[src/rtl/sdr_pkg.sv]
// Shared definitions for the 16-bit SDR SDRAM controller: command pin encodings,
// LMR CAS-latency field values and the read-return latency helper.
package sdr_pkg;

  // Pin encoding {cs_n, ras_n, cas_n, we_n}
  typedef enum logic [3:0] {
    CMD_LMR   = 4'b0000,
    CMD_REF   = 4'b0001,
    CMD_PRE   = 4'b0010,
    CMD_ACT   = 4'b0011,
    CMD_WRITE = 4'b0100,
    CMD_READ  = 4'b0101,
    CMD_BST   = 4'b0110,
    CMD_NOP   = 4'b0111
  } sdr_cmd_e;

  localparam logic [1:0] LMR_CL2 = 2'b10;
  localparam logic [1:0] LMR_CL3 = 2'b11;

  function automatic int cl_from_lmr(input logic [1:0] field);
    return (field == LMR_CL3) ? 3 : 2;
  endfunction

  function automatic logic [1:0] lmr_from_cl(input int cl);
    return (cl == 3) ? LMR_CL3 : LMR_CL2;
  endfunction

  // Cycles from the READ command to beat0 arriving after the input alignment stages
  function automatic int rd_lat(input int cl, input int in_dly);
    return cl + in_dly;
  endfunction

endpackage

[src/rtl/sdr_dly_line.sv]
// Free-running shift register: o_dat is i_dat delayed by DEPTH clocks, DEPTH 0 is a plain wire.
// Synchronous clear; no flow control, the line advances every cycle.
module sdr_dly_line #(
  parameter int W     = 1,
  parameter int DEPTH = 1
) (
  input  logic         i_clk,
  input  logic         i_rst,
  input  logic [W-1:0] i_dat,
  output logic [W-1:0] o_dat
);

  generate
    if (DEPTH == 0) begin : g_wire
      // Clock and clear have nothing to drive when the line collapses to a wire
      logic w_unused;
      assign w_unused = i_clk ^ i_rst;
      assign o_dat    = i_dat;
    end else begin : g_reg
      logic [W-1:0] r_stage [DEPTH];

      always_ff @(posedge i_clk) begin
        if (i_rst) begin
          for (int i = 0; i < DEPTH; i++) r_stage[i] <= '0;
        end else begin
          r_stage[0] <= i_dat;
          for (int i = 1; i < DEPTH; i++) r_stage[i] <= r_stage[i-1];
        end
      end

      assign o_dat = r_stage[DEPTH-1];
    end
  endgenerate

endmodule

[src/rtl/sdr_16_rd_capture.sv]
// Read-data return path: tracks READ commands through a valid pipeline and packs each BL=2 burst
// into one {beat0,beat1} word, strobed CL+IN_DLY+2 cycles after the command; never stalls.
module sdr_16_rd_capture
  import sdr_pkg::*;
#(
  parameter int CL     = 2,
  parameter int IN_DLY = 0,
  parameter int DW     = 16
) (
  input  logic            sdram_clk,
  input  logic            sdram_rst,
  input  logic            cmd_read,
  input  logic [DW-1:0]   dq_i,
  input  logic            fifo_full,
  input  logic            ovf_clr,
  output logic [2*DW-1:0] data_o,
  output logic            data_we,
  output logic            rd_busy,
  output logic            ovf,
  output logic            proto_err
);

  localparam int LAT = rd_lat(CL, IN_DLY);

  logic            w_cmd;
  logic [DW-1:0]   w_dq;
  logic [LAT:0]    w_vsr_q;
  logic [LAT+1:0]  w_vsr;

  logic [DW-1:0]   r_beat0;
  logic [2*DW-1:0] r_data;
  logic            r_we;
  logic            r_ovf;
  logic            r_perr;

  assign w_cmd = cmd_read & ~sdram_rst;

  sdr_dly_line #(
    .W     (DW),
    .DEPTH (IN_DLY)
  ) u_dq_dly (
    .i_clk (sdram_clk),
    .i_rst (sdram_rst),
    .i_dat (dq_i),
    .o_dat (w_dq)
  );

  // vsr[0] is the live command; vsr[LAT+1:1] is one register rank loaded with vsr shifted up.
  // Bit k is therefore set k cycles after the READ, lining up with dq after the IN_DLY stages.
  sdr_dly_line #(
    .W     (LAT+1),
    .DEPTH (1)
  ) u_vsr (
    .i_clk (sdram_clk),
    .i_rst (sdram_rst),
    .i_dat ({w_vsr_q[LAT-1:0], w_cmd}),
    .o_dat (w_vsr_q)
  );

  assign w_vsr = {w_vsr_q, w_cmd};

  always_ff @(posedge sdram_clk) begin
    if (sdram_rst) begin
      r_beat0 <= '0;
      r_data  <= '0;
      r_we    <= 1'b0;
      r_ovf   <= 1'b0;
      r_perr  <= 1'b0;
    end else begin
      if (w_vsr[LAT]) r_beat0 <= w_dq;
      if (w_vsr[LAT+1]) r_data <= {r_beat0, w_dq};
      r_we <= w_vsr[LAT+1];

      // Set beats clear: an event in the clearing cycle must not be lost
      if (r_we && fifo_full) r_ovf <= 1'b1;
      else if (ovf_clr)      r_ovf <= 1'b0;

      if (w_cmd && w_vsr[1]) r_perr <= 1'b1;
      else if (ovf_clr)      r_perr <= 1'b0;
    end
  end

  assign data_o    = r_data;
  assign data_we   = r_we;
  assign rd_busy   = (|w_vsr[LAT+1:1]) | r_we;
  assign ovf       = r_ovf;
  assign proto_err = r_perr;

endmodule
[config.mk]
export PLATFORM = sky130hd
export DESIGN_NAME = sdr_16_rd_capture
export DESIGN_NICKNAME = d
export VERILOG_FILES = /design/src/rtl/sdr_pkg.sv /design/src/rtl/sdr_dly_line.sv /design/src/rtl/sdr_16_rd_capture.sv
export SDC_FILE = /design/constraint.sdc
export NUM_CORES = 1
export LEC_CHECK = 0
export ABC_AREA = 1
export CORE_MARGIN = 5
export CORE_UTILIZATION = 49
export DETAILED_ROUTE_END_ITERATION = 10
export PLACE_DENSITY = 0.79
export SETUP_SLACK_MARGIN = 0.5
export SLEW_MARGIN = 25
export SYNTH_ARGS = -nofsm -noshare
export SYNTH_HDL_FRONTEND = slang
export SYNTH_SLANG_ARGS = --single-unit
[constraint.sdc]
create_clock -name sdram_clk -period 1.6 [get_ports sdram_clk]
set_input_delay 0.4 -clock sdram_clk [delete_from_list [all_inputs] [get_ports sdram_clk]]
set_output_delay 0.4 -clock sdram_clk [all_outputs]
set_load 0.03 [all_outputs]
==> summary.md <==
| Metric | Value |
|---|---|
| Pleak | 1.33 nW |
| Die height | 72.0 um |
| Met2 Usage GRT | 30.0% |
| Psw | 0.628 mW |
| Sequential share of power | 56.3% |
| Top_reg_cell synth | dfxtp_1 |
| Tcrit/Tclk final | 84.9% |
| Largest net degree at the start of global routing | 42 |
| Multi-input gate area in the final layout | 712 um^2 |
| Reg-to-Reg Start | u_vsr.g_reg.r_stage[0][2] |
| Crit Path Class | reg -> out |
| Synthesis-to-layout area growth | 51.0% |
| Final routed DRC violation total | 0 |
| Hpwl dp | 2720 um |
| Vias | 1,711 |
| Worst-skew pair later-pin latency | 0.30 ns |
| Status | completed |
| Row count | 22 |
| Most common cell in the netlist | nor2_1 |
| Grt met1 use | 23.6% |
| # setup viols final | 0 |
| R2R Setup Slk | 0.58 ns |
| Setup slack after layout | 0.241 ns |
| Final Max Tran Viols | 0 |
| EDFF count, synth | 0 |
| CTS buffer count | 5 |
| Cell Area, Placed | 2480 um^2 |
| Number of max-cap violations | 0 |
| Via density | 4.93 |
| Starting Density | 51.1% |
| Unrepaired setup endpoints after global routing | yes |
| DIE WIDTH | 72.0 um |
| Post-synthesis register bit count | 54 |
| Final wirelength | 4780 um |
| # IOs | 57 |
| Comb pwr share | 13.9% |
| Synth unique cells | 14 |
| Top post-synthesis cells by area | dfxtp_1 57%, nor2_1 20%, o21ai_0 10% |
| Max VDD drop | 600 uV |
| Post-synth top area share | 57.4% |
| Crit end category | primary output |
| Synth Cell Area | 1880 um^2 |
| Post-place setup slack | 0.183 ns |
| Die Area | 5180 um^2 |
| DRT iter0 DRCs | 154 |
| Max Buffers Root-to-Sink | 2 |
| Crit Path Max Fanout | 3 |
| CP Launch Type | flop |
| Power per cell area | 896 nW/um^2 |
| Commonest cells in the netlist | 101 x nor2_1, 54 x dfxtp_1, 38 x o21ai_0 |
| Share of cells above drive strength 1 | 39.1% |
| Worst min path class | reg -> reg |
| H-tree depth | 2 |
| Gate Count Post-Synth | 229 |
| CTS hold repair buffers | 0 |
| Storage cell area | 1140 um^2 |
| Top Usage Layer GRT | met2 |
| Vias in the first global route | 1,665 |
| CTS sink cnt | 54 |
| Sw Share | 24.6% |
| Initial antenna violation count | 0 |
| Fill cell count | 297 |
| WP data arrival | 0.96 ns |
| Router iterations before antenna repair | 4 |
| Synth warnings | 0 |
| GRT overflow | 0 |
| Core area | 3690 um^2 |
| Internal Pwr Total | 1.92 mW |
| Port Buffers | 56 |
| Reg clk slew, reported paths | 0.09 ns |
| Max frequency | 736 MHz |
| Cell taking the most area after synthesis | dfxtp_1 |
| Register area share after synthesis | 57.4% |
| Slew headroom | 81.9% |
| CTS tree | yes |
| R2r endpoint | data_o[5] |
| Final Instance Area | 2840 um^2 |
| Fin crit period | 1.36 ns |
| R2R cell count | 3 |
| WP data required | 1.20 ns |
| Setup_tns | 0 ns |
| Routed WL per cell | 13.8 um |
| Clock Skews | 0.00930 ns |
| Met3 usage | 3.88% |
| ANT nets after route | 0 |
| Fin. Hold Viols | 0 |
| GPL Wtd Cong | 0.773 |
| Mapped Nets | 250 |
| Root buf cell | clkbuf_8 |
| Total Routing Usage GR | 18.3% |
| CP endpoint | rd_busy |
| N_diodes | 0 |
| Fin nets | 319 |
| Wire length of the first global-routing pass | 7530 um |
| Clk pwr share | 29.8% |
| CP startpoint | data_we |
| Asr flop ratio synth | 0% |
| Syn avg cell area | 8.22 um^2 |
| Slew @ Worst Pin | 0.272 ns |
## per-stage QoR
| stage | total power [mW] | instances | hold slack [ns] | utilization [%] |
|---|---|---|---|---|
| 6_report | 2.55 | 347 | 0.459 | 77.1 |
| 3_5_place_dp | 1.76 | 325 | 0.433 | 67.2 |
| 5_1_grt | 2.65 | 347 | 0.487 | 77.1 |
| 3_3_place_gp | 1.76 | 325 | 0.434 | 67.2 |
| 2_1_floorplan | 1.62 | 229 | 0.419 | - |
| 4_1_cts | 2.54 | 343 | 0.464 | 74.7 |
## critical path, cell delays in order (launching register included)
cell	delay, ns
dfxtp_4	0.37
nor2_4	0.09
nand3_4	0.06
buf_6	0.14
## power by group through the flow
stage | Combinational [mW] | Clock (mW) | Sequential (mW)
after CTS | 0.331 | 0.774 | 1.44
after detailed placement | 0.301 | 0 | 1.46
after floorplan | 0.107 | 0 | 1.51
after global routing | 0.380 | 0.824 | 1.44
final | 0.353 | 0.760 | 1.44
after global placement | 0.300 | 0 | 1.46
## repair_timing
| action | 4_1_cts | 5_1_grt |
|---|---|---|
| cloned | 0 | 2 |
| resized for setup | 283 | 15 |
| setup endpoints to repair | 36 | 76 |
| setup buffers | 10 | 2 |
| pin swaps | 1 | 1 |
| endpoints found under the hold margin | 0 | 0 |
## area by class of cell
class	instances	share of cell area, %
clock buffer	7	3.04
clock inverter	1	0.176
inverter	6	1.32
multi-input combinational	156	25.0
sequential	54	39.9
tap	48	2.11
timing repair buffer	75	28.4
## flip-flops by register name, indices dropped and copies added (netlist names)
name and count:
data_o 32, data_we 1, ovf 1, proto_err 1, r_beat0 16, u_vsr.g_reg.r_stage 3
## metal layers
metal | share of wire [%] | up-vias
met5 | 0 | -
met4 | 0.88 | 0
met3 | 5.1 | 6
met2 | 49 | 38
met1 | 45 | 799
li1 | - | 868
## cells in the final DEF, fill, tap and decap left out, types with 3 or more instances in the layout
cell	synthesis	routed
clkbuf_8	0	6
buf_6	2	37
dfxtp_2	0	35
clkdlybuf4s50_1	0	19
o21ai_0	38	38
dfxtp_4	0	3
nor2_1	101	98
inv_1	3	3
dfxtp_1	54	16
o21ai_2	10	10
buf_4	2	13
buf_12	0	3
nand2_1	4	4
## how the worst min path moves through the flow
stage / from / end / slack [ns] / cells past startpoint
2_1_floorplan: u_vsr.g_reg.r_stage[0][0] / u_vsr.g_reg.r_stage[0][1] / 0.42 / 2
3_3_place_gp: u_vsr.g_reg.r_stage[0][0] / u_vsr.g_reg.r_stage[0][1] / 0.43 / 2
3_5_place_dp: u_vsr.g_reg.r_stage[0][0] / u_vsr.g_reg.r_stage[0][1] / 0.43 / 2
4_1_cts: u_vsr.g_reg.r_stage[0][0] / u_vsr.g_reg.r_stage[0][1] / 0.46 / 2
5_1_grt: ovf / ovf / 0.49 / 2
6_report: u_vsr.g_reg.r_stage[0][0] / u_vsr.g_reg.r_stage[0][1] / 0.46 / 2
## cell families (layout without fill, tap and decap cells)
kind of cell           count (synthesis)  in the layout  share of synthesized area [%]
AO/OA/AOI/OAI                         49             49                           15.0
buffers and inverters                 19             89                           6.11
flip-flops                            54             54                           57.4
AND/OR/NAND/NOR                      107            107                           21.5
(Power assumes the default switching activity.)
